`config.mk`:
```
export PLATFORM = sky130hd
export DESIGN_NAME = cei_addr_decoder_rt
export DESIGN_NICKNAME = d
export VERILOG_FILES = /design/src/rtl/cei_addr_decoder_rt.sv
export SDC_FILE = /design/constraint.sdc
export NUM_CORES = 1
export LEC_CHECK = 0
export CORE_MARGIN = 5
export CORE_UTILIZATION = 25
export CTS_CLUSTER_DIAMETER = 60
export CTS_CLUSTER_SIZE = 12
export DETAILED_ROUTE_END_ITERATION = 8
export SLEW_MARGIN = 30
export SYNTH_ARGS = -nofsm -noshare
export SYNTH_HDL_FRONTEND = slang
export SYNTH_SLANG_ARGS = --single-unit
```
`constraint.sdc`:
```
create_clock -name clk_i -period 18.2 [get_ports clk_i]
set_input_delay 1.82 -clock clk_i [delete_from_list [all_inputs] [get_ports clk_i]]
set_output_delay 1.82 -clock clk_i [all_outputs]
set_load 0.005 [all_outputs]
```
`src/rtl/cei_addr_decoder_rt.sv`:
```
// Runtime-programmable OBI address decoder with in-order outstanding tracking and lockable rule table.
// Optional decode-miss counter enabled by defining ADDR_DEC_ERR_CNT_EN.
module cei_addr_decoder_rt #(
    parameter int NUM_RULES       = 6,
    parameter int NUM_SLAVES      = 6,
    parameter int MAX_OUTSTANDING = 4,
    localparam int SW = (NUM_SLAVES > 1) ? $clog2(NUM_SLAVES) : 1,
    localparam int IW = (NUM_RULES > 1) ? $clog2(NUM_RULES) : 1,
    localparam int CW = $clog2(MAX_OUTSTANDING + 1),
    localparam int RW = SW + 64,
    // Entry k occupies bits [k*RW +: RW] as {idx, start_addr, end_addr}; end is exclusive
    parameter logic [NUM_RULES*RW-1:0] DEFAULT_RULES = {
        3'd5, 32'hF010_0000, 32'hF020_0000,
        3'd0, 32'h0000_0000, 32'h1000_0000,
        3'd2, 32'h4000_0000, 32'h8000_0000,
        3'd4, 32'hF000_0000, 32'hF001_0000,
        3'd1, 32'hF002_0000, 32'hF003_0000,
        3'd3, 32'hF010_0000, 32'hF010_8000
    }
) (
    input  logic          clk_i,
    input  logic          rst_i,
    input  logic          cfg_we_i,
    input  logic [IW-1:0] cfg_idx_i,
    input  logic [RW-1:0] cfg_rule_i,
    input  logic          cfg_valid_i,
    input  logic          cfg_lock_i,
    output logic          cfg_ready_o,
    output logic          cfg_locked_o,
    input  logic          m_req_i,
    input  logic [31:0]   m_addr_i,
    output logic          m_gnt_o,
    output logic          m_rvalid_o,
    output logic          m_err_o,
    output logic          s_req_o,
    output logic [SW-1:0] s_idx_o,
    input  logic          s_gnt_i,
    input  logic          s_rvalid_i,
    output logic [CW-1:0] outstanding_o,
    output logic          proto_err_o,
    output logic [15:0]   err_cnt_o
);

    logic [SW-1:0]        rule_idx   [NUM_RULES];
    logic [31:0]          rule_start [NUM_RULES];
    logic [31:0]          rule_end   [NUM_RULES];
    logic [NUM_RULES-1:0] rule_valid;
    logic [NUM_RULES-1:0] match;

    logic [CW-1:0] cnt_reg, cnt_next;
    logic [SW-1:0] last_idx_reg;
    logic          err_pend_reg;
    logic          locked_reg;
    logic          proto_err_reg;

    logic          hit;
    logic [SW-1:0] dec_idx;
    logic          stall;
    logic          fwd_req;
    logic          miss_gnt;
    logic          accept;
    logic          rsp_dec;
    logic          cfg_ready;
    logic          wr_en;

    generate
        for (genvar gi = 0; gi < NUM_RULES; gi++) begin : g_match
            assign match[gi] = rule_valid[gi]
                             & (m_addr_i >= rule_start[gi])
                             & (m_addr_i <  rule_end[gi]);
        end
    endgenerate

    // Walk from the top so the lowest matching entry is the last one to assign.
    always_comb begin
        hit     = 1'b0;
        dec_idx = '0;
        for (int i = NUM_RULES - 1; i >= 0; i--) begin
            if (match[i]) begin
                hit     = 1'b1;
                dec_idx = rule_idx[i];
            end
        end
    end

    // Responses stay in order only while every in-flight request targets the same slave.
    assign stall = (cnt_reg == CW'(MAX_OUTSTANDING))
                 | err_pend_reg
                 | ((cnt_reg != '0) & (!hit | (dec_idx != last_idx_reg)));

    assign fwd_req   = m_req_i & hit & !stall;
    assign miss_gnt  = m_req_i & !hit & !stall;
    assign accept    = fwd_req & s_gnt_i;
    assign rsp_dec   = s_rvalid_i & (cnt_reg != '0);
    assign cfg_ready = !locked_reg & (cnt_reg == '0) & !err_pend_reg & !m_req_i;
    assign wr_en     = cfg_we_i & cfg_ready & (32'(cfg_idx_i) < NUM_RULES);

    always_comb begin
        cnt_next = cnt_reg;
        case ({accept, rsp_dec})
            2'b10:   cnt_next = cnt_reg + 1'b1;
            2'b01:   cnt_next = cnt_reg - 1'b1;
            default: cnt_next = cnt_reg;
        endcase
    end

    always_ff @(posedge clk_i or posedge rst_i) begin
        if (rst_i) begin
            for (int i = 0; i < NUM_RULES; i++) begin
                rule_valid[i] <= 1'b1;
                {rule_idx[i], rule_start[i], rule_end[i]} <= DEFAULT_RULES[i*RW +: RW];
            end
        end else begin
            for (int i = 0; i < NUM_RULES; i++) begin
                if (wr_en && (cfg_idx_i == IW'(i))) begin
                    rule_valid[i] <= cfg_valid_i;
                    {rule_idx[i], rule_start[i], rule_end[i]} <= cfg_rule_i;
                end
            end
        end
    end

    always_ff @(posedge clk_i or posedge rst_i) begin
        if (rst_i) begin
            cnt_reg       <= '0;
            last_idx_reg  <= '0;
            err_pend_reg  <= 1'b0;
            locked_reg    <= 1'b0;
            proto_err_reg <= 1'b0;
        end else begin
            cnt_reg      <= cnt_next;
            err_pend_reg <= miss_gnt;
            if (accept) begin
                last_idx_reg <= dec_idx;
            end
            if (cfg_lock_i) begin
                locked_reg <= 1'b1;
            end
            if (s_rvalid_i && (cnt_reg == '0)) begin
                proto_err_reg <= 1'b1;
            end
        end
    end

`ifdef ADDR_DEC_ERR_CNT_EN
    logic [15:0] err_cnt_reg;

    always_ff @(posedge clk_i or posedge rst_i) begin
        if (rst_i) begin
            err_cnt_reg <= '0;
        end else if (miss_gnt && (err_cnt_reg != 16'hFFFF)) begin
            err_cnt_reg <= err_cnt_reg + 16'd1;
        end
    end

    assign err_cnt_o = err_cnt_reg;
`else
    assign err_cnt_o = '0;
`endif

    // Combinational outputs are held low while reset is asserted, not just after the next edge.
    assign s_req_o       = fwd_req & !rst_i;
    assign m_gnt_o       = (accept | miss_gnt) & !rst_i;
    assign s_idx_o       = rst_i ? '0 : dec_idx;
    assign cfg_ready_o   = cfg_ready & !rst_i;
    assign m_rvalid_o    = err_pend_reg;
    assign m_err_o       = err_pend_reg;
    assign cfg_locked_o  = locked_reg;
    assign outstanding_o = cnt_reg;
    assign proto_err_o   = proto_err_reg;

endmodule

```
==> qor.yml, run 1 <==
final_layout_size_suffix_gt1_share_pct: 16.17
min_period_over_period_pct: 50.68
leakagePower_nw: 13.66
yosys_warnings: 0
crit_arrival_ns: 7.40
drc: 0
dp.cells: 3898
start_kind: "input pin"
start_util_pct: 25.20
grt_pass1_vias: 18030
p_int_mw: 1.501
fin_setup_tns_ns: 0
htreeDepth: 2
antenna_found_initial: 23
worstPathRequired_ns: 16.38
synth_area_mm2: 0.02527
crit_slowest_cell: "clkdlybuf4s50_1"
post_cts_resized: 0
hp-class: "flop to flop"
synth_edf_count: 0
clockRootBuffer: "clkbuf_16"
fin_skew_ns: 0.01302
nFillCells: 10390
p_comb_share_pct: 13.1
cts_made_buffers: 42
clock_sinks: 417
max_freq_mhz: 108.4
gp_congestion: 0.8246
synthCells: 2472
wl_per_cell_um: 17.80
grt.total_usage_pct: 13.04
synth_area_per_cell_um2: 10.22
setup_viol: 0
cts_hold_buf: 0
insertion_delay_ns: 0.57
cp.buffers_inverters: 2
cts_tree: "built"
die_h_um: 328.0
slew_headroom_pct: 40.79
seq_power_share_pct: 47.0
grt_pass1_wl_um: 109200
ys_seq_area_share_pct: 41.57
cp-end-kind: "primary output"
power.density_mw_per_mm2: 70.20
worstMarginPinSlew_ns: 0.8853
clk_pin_slew_worst_paths_ns: 0.06
fin_crit_ns: 9.223
final_nets: 3078
hold_viol: 0
crit_type: "input pin to primary output"
core_mm2: 0.1003
dpl_worst_slack_ns: 8.826
die_w_um: 328.0
dieArea_mm2: 0.1076
ios: 139
switchingPower_uw: 561.4
postCtsSetupBuffers: 0
critPathTopFamily: "compound AO/OA/AOI/OAI gates"
rsz0062_at_grt: "no"
seq_area_mm2: 0.01051
p_clk_share_pct: 39.9
synth.distinct_cells: 70
crit_fanout: 12
slew_violations: 0
final_common_cell: "inv_1"
cp_slowest_stage_delay_ns: 0.94
cts_buffer_depth: 3
num_vias: 17930
drtIter0Drc: 1098
cp_cell_sequence: "clkdlybuf4s50_1 -> ha_1 -> a211o_1 -> a21oi_1 -> o211ai_1 -> a221oi_1 -> o21ai_0 -> a2111oi_4 -> or2_2 -> nor4_2 -> a211o_1 -> o41ai_2 -> nand2_1 -> nor2_1 -> clkdlybuf4s50_1"
multi_input_area_mm2: 0.01304
overflow: 0
maxCapViolations: 0
status: "completed"
final_cells: 3990
ys.flop_type: "dfrtp_1"
grt_max_degree: 162
wl_um: 71030
post_drt_via_cell_ratio: 4.494
switching_share_pct: 27.22
ys_async_sr_fraction_pct: 100.0
ant_nets: 0
vdd_drop_max_v: 0.00006088
portBuffers: 122
most-common-layout-cells: "392 x inv_1, 379 x ha_1, 360 x dfrtp_1"
hpwl_um: 51890
ys_seq_elements: 417
drt_pass1_iterations: 5
worst_slack_ns: 8.977
syn_to_final_growth_pct: 16.28
rows: 116
## path summary, 6_finish.rpt
| kind | startpoint | to | slack [ns] | cells after the start |
|---|---|---|---|---|
| setup reg to reg | rule_end[133] | outstanding_o[2] | 12.63 | 20 |
| setup / recovery | m_addr_i[5] | m_gnt_o | 8.98 | 15 |
| hold / removal | proto_err_o | proto_err_o | 0.45 | 1 |
| min in group asynchronous | rst_i | last_idx_reg[0] | 1.92 | 2 |
| max in group asynchronous | rst_i | rule_end[116] | 14.85 | 4 |
| hold reg to reg | proto_err_o | proto_err_o | 0.45 | 1 |
## layout make-up
class	instances	share of cell area, %
Sequential cell	417	35.75
Multi-Input combinational cell	1599	44.38
Clock inverter	7	0.2299
Tap cell	1357	5.778
Timing Repair Buffer	134	4.764
Inverter	394	5.058
Antenna cell	11	0.09367
Clock buffer	71	3.947
## power by group through the flow
stage	Clock [mW]	Sequential, mW	Combinational, mW
after floorplan	0	0.981	0.148
after global placement	0	0.986	0.265
after detailed placement	0	0.987	0.272
after CTS	0.852	0.970	0.274
after global routing	0.883	0.971	0.307
final	0.824	0.969	0.270
## metrics by stage
step	power, mW	util (%)	cell area (um^2)	hold WS [ns]
2_1_floorplan	1.129	-	25330	0.4510
3_3_place_gp	1.251	27.95	28030	0.4465
3_5_place_dp	1.259	27.98	28060	0.4441
4_1_cts	2.096	29.20	29280	0.4578
5_1_grt	2.162	29.27	29360	0.4691
6_report	2.063	29.30	29390	0.4534
## cells by family after synthesis
| group | after synthesis | share of synthesized area [%] |
|---|---|---|
| AO/OA/AOI/OAI | 471 | 11.33 |
| XOR/XNOR | 3 | 0.1040 |
| adder cells (fa/ha/maj) | 380 | 18.84 |
| buffers and inverters | 471 | 7.282 |
| flip-flops | 417 | 41.57 |
| multiplexers | 287 | 12.80 |
| other | 1 | 0.01484 |
| AND/OR/NAND/NOR | 442 | 8.050 |
## synth_stat cells, drive strengths merged, types with 4 or more instances
| cell type | number | share of area, % |
|---|---|---|
| a2111oi | 8 | 0.38 |
| a211o | 6 | 0.21 |
| a211oi | 20 | 0.64 |
| a21o | 38 | 1.1 |
| a21oi | 133 | 2.6 |
| a221oi | 11 | 0.41 |
| and2 | 5 | 0.12 |
| and3 | 5 | 0.12 |
| and4 | 7 | 0.24 |
| buf | 44 | 0.94 |
| clkbuf | 33 | 0.49 |
| dfrtp | 360 | 36 |
| dfstp | 57 | 5.9 |
| ha | 379 | 19 |
| inv | 394 | 5.9 |
| mux2 | 284 | 13 |
| nand2 | 230 | 3.4 |
| nand2b | 13 | 0.32 |
| nand3 | 30 | 0.59 |
| nand4 | 49 | 1.2 |
| nor2 | 55 | 0.82 |
| nor2b | 6 | 0.15 |
| nor3 | 15 | 0.30 |
| nor4 | 5 | 0.12 |
| o2111ai | 4 | 0.14 |
| o211ai | 12 | 0.36 |
| o21a | 13 | 0.39 |
| o21ai | 190 | 3.8 |
| o311a | 4 | 0.16 |
| o31ai | 4 | 0.12 |
| or2 | 5 | 0.12 |
| or4 | 5 | 0.15 |
## routing by layer
metal,share of wire (%),up-vias,wire (um),GRT usage [%]
met5,0.13,-,95,0
met3,5.4,92,3849,3.029
li1,-,8794,-,-
met4,2.0,14,1450,2.842
met1,46,8735,32810,17.36
met2,46,298,32820,21.70
Note: power is estimated with default switching activity, not from simulation.
==> run 2, diff against run 1 <==
Clock period 18.2 ns to 8.3 ns, I/O delays scaled along.
==> run 2 against run 1 <==
Register-to-register slack worse by 9.8 ns. Combinational power up 120%. Flip-flop and latch count unchanged. Clock-buffer cell count unchanged. First-iteration DRC count up 1.4%. Clock skew up 0.0078 ns. Power up 120%. Clock power up 110%. Cell count up 0.15%. Non-clock buffer count up 8. Critical endpoint unchanged. Highest routed layer unchanged.
==> qor.yml, run 2 (synthesis gave the netlist of run 1 again) <==
total_power_mw: 4.478  # +120%
final_cells: 3996  # +0.15%
crit_arrival_ns: 6.41  # -0.99 ns
grt_pass1_vias: 18130  # +0.58%
max_freq_mhz: 138.1
cp_cell_sequence: "clkdlybuf4s50_1 -> ha_1 -> a21oi_1 -> o21ai_0 -> a221oi_1 -> o211ai_1 -> a2111oi_1 -> and2_1 -> nor4_2 -> a211o_1 -> o41ai_2 -> nand2_1 -> nor2_1 -> clkdlybuf4s50_1"
fin_crit_ns: 7.240
gp_congestion: 0.8153  # -1.1%
crit_top_cell: "clkdlybuf4s50_1"
multi_input_area_mm2: 0.01303  # about the same
drc: 0  # unchanged
status: "completed"
min_period_over_period_pct: 87.23
portBuffers: 122  # unchanged
rows: 116  # unchanged
dpl_worst_slack_ns: 1.057  # -7.769 ns
clock_sinks: 417  # unchanged
hold_viol: 0  # unchanged
worstPathRequired_ns: 7.47  # -8.91 ns
htreeDepth: 2  # unchanged
grt_pass1_wl_um: 109800  # +0.60%
most-common-layout-cells: "392 x inv_1, 379 x ha_1, 360 x dfrtp_1"
clk_pin_slew_worst_paths_ns: 0.06  # about the same
switchingPower_mw: 1.212  # +120%
cp_slowest_stage_delay_ns: 0.95  # about the same
power.density_mw_per_mm2: 152.7  # +120%
p_comb_share_pct: 13.2  # about the same
crit_fanout: 12  # unchanged
setup_viol: 0  # unchanged
die_w_um: 328.0  # unchanged
rsz0062_at_grt: "no"
cp.buffers_inverters: 2  # unchanged
gr-usage-met2_pct: 21.46  # -0.23 points
cts_tree: "built"
crit_type: "input pin to primary output"
overflow: 0  # unchanged
start_kind: "input pin"
top_usage_layer: "met2"
grt_util_met3_pct: 3.235  # +0.21 points
grt.total_usage_pct: 13.13  # +0.093 points
cts_hold_buf: 0  # unchanged
seq_power_share_pct: 47.5  # +0.5 points
dieArea_mm2: 0.1076  # unchanged
cts_made_buffers: 41  # -2.4%
vdd_drop_max_v: 0.0001131  # +86%
worst_slack_ns: 1.060  # -7.917 ns
cts_buffer_depth: 3  # unchanged
insertion_delay_ns: 0.56  # about the same
critPathTopFamily: "compound AO/OA/AOI/OAI gates"
maxCapViolations: 0  # unchanged
post_drt_via_cell_ratio: 4.519  # +0.54%
hold-worst-slack_ns: 0.4593  # +0.005908 ns
ios: 139  # unchanged
ant_nets: 0  # unchanged
fin_skew_ns: 0.02085  # +0.007829 ns
use_met1_pct: 17.44  # +0.075 points
post_cts_resized: 0  # unchanged
cp-end-kind: "primary output"
hp-class: "flop to flop"
worstMarginPinSlew_ns: 0.9554  # +0.07011 ns
syn_to_final_growth_pct: 16.07
switching_share_pct: 27.05  # -0.16 points
leakagePower_nw: 13.64  # -0.14%
start_util_pct: 25.20  # unchanged
drtIter0Drc: 1113  # +1.4%
final_util_pct: 29.25  # -0.051 points
final_common_cell: "inv_1"
p_int_mw: 3.267  # +120%
antenna_found_initial: 24  # +4.3%
num_vias: 18060  # +0.69%
final_layout_size_suffix_gt1_share_pct: 16.19  # +0.020 points
crit_slowest_cell: "clkdlybuf4s50_1"
p_clk_share_pct: 39.3  # -0.6 points
hpwl_um: 52190  # +0.57%
slew_headroom_pct: 36.14  # -4.6 points
grt_max_degree: 163  # +0.62%
wl_um: 70900  # -0.19%
wl_per_cell_um: 17.74  # -0.34%
nFillCells: 10430  # +0.38%
clockRootBuffer: "clkbuf_16"
final_nets: 3085  # +0.23%
core_mm2: 0.1003  # unchanged
postCtsSetupBuffers: 0  # unchanged
slew_violations: 0  # unchanged
seq_area_mm2: 0.01051  # unchanged
dp.cells: 3908  # +0.26%
die_h_um: 328.0  # unchanged
drt_pass1_iterations: 5  # unchanged
-- run 2: changes by cell type in the layout (fill, tap and decap cells not counted), moves of 2 or more --
cell	before	now
buf_12	3	1
buf_4	4	14
clkinvlp_4	0	2
diode_2	11	14
inv_6	2	0
inv_8	2	0
-- run 2: stage by stage --
stage	setup TNS [ns]	cell area, um^2
2_1_floorplan	-0.04183	25330
3_5_place_dp	0	28100
6_report	0	29340
3_3_place_gp	0	28090
5_1_grt	0	29300
4_1_cts	0	29260
-- run 2: final timing paths --
kind	start	end	slack [ns]	cells past startpoint
max	m_addr_i[2]	m_gnt_o	1.06	14
min	proto_err_o	proto_err_o	0.46	1
max reg2reg	rule_end[98]	outstanding_o[2]	2.84	19
min reg2reg	proto_err_o	proto_err_o	0.46	1
max in group asynchronous	rst_i	rule_end[55]	5.52	5
min in group asynchronous	rst_i	cfg_locked_o	1.03	3
-- run 2: power groups by stage --
stage               Clock (mW)  Sequential [mW]  Combinational [mW]
floorplan                    0             2.15               0.325
global placement             0             2.17               0.583
detailed placement           0             2.17               0.594
CTS                       1.81             2.13               0.597
global route              1.89             2.13               0.672
finish                    1.76             2.13               0.590
-- run 2: routing by layer --
metal | routed length, um | up-vias
li1 | - | 8799
met1 | 32210 | 8805
met2 | 32280 | 334
met3 | 4510 | 103
met4 | 1799 | 16
met5 | 101 | -
-- run 2: area by class of cell --
| class | count | share of cell area (%) |
|---|---|---|
| multi-input cells | 1599 | 44.42 |
| flip-flops and latches | 417 | 35.81 |
| well taps | 1357 | 5.788 |
| inverters | 394 | 5.054 |
| repair buffers | 142 | 4.837 |
| clock buffers | 71 | 3.915 |
| diodes | 14 | 0.1194 |
| clock inverters | 2 | 0.05545 |
-- run 2: worst register-to-register path, delay by kind of cell, from the launching register on --
family                     cells  cell delay, ns
buffers and inverters          3            0.21
and+or+nand+nor                4            1.05
DFF                            1            0.37
adders and majority gates      3            0.62
xor gates and xnor gates       2            0.29
AOI/OAI and AO/OA              7            2.78
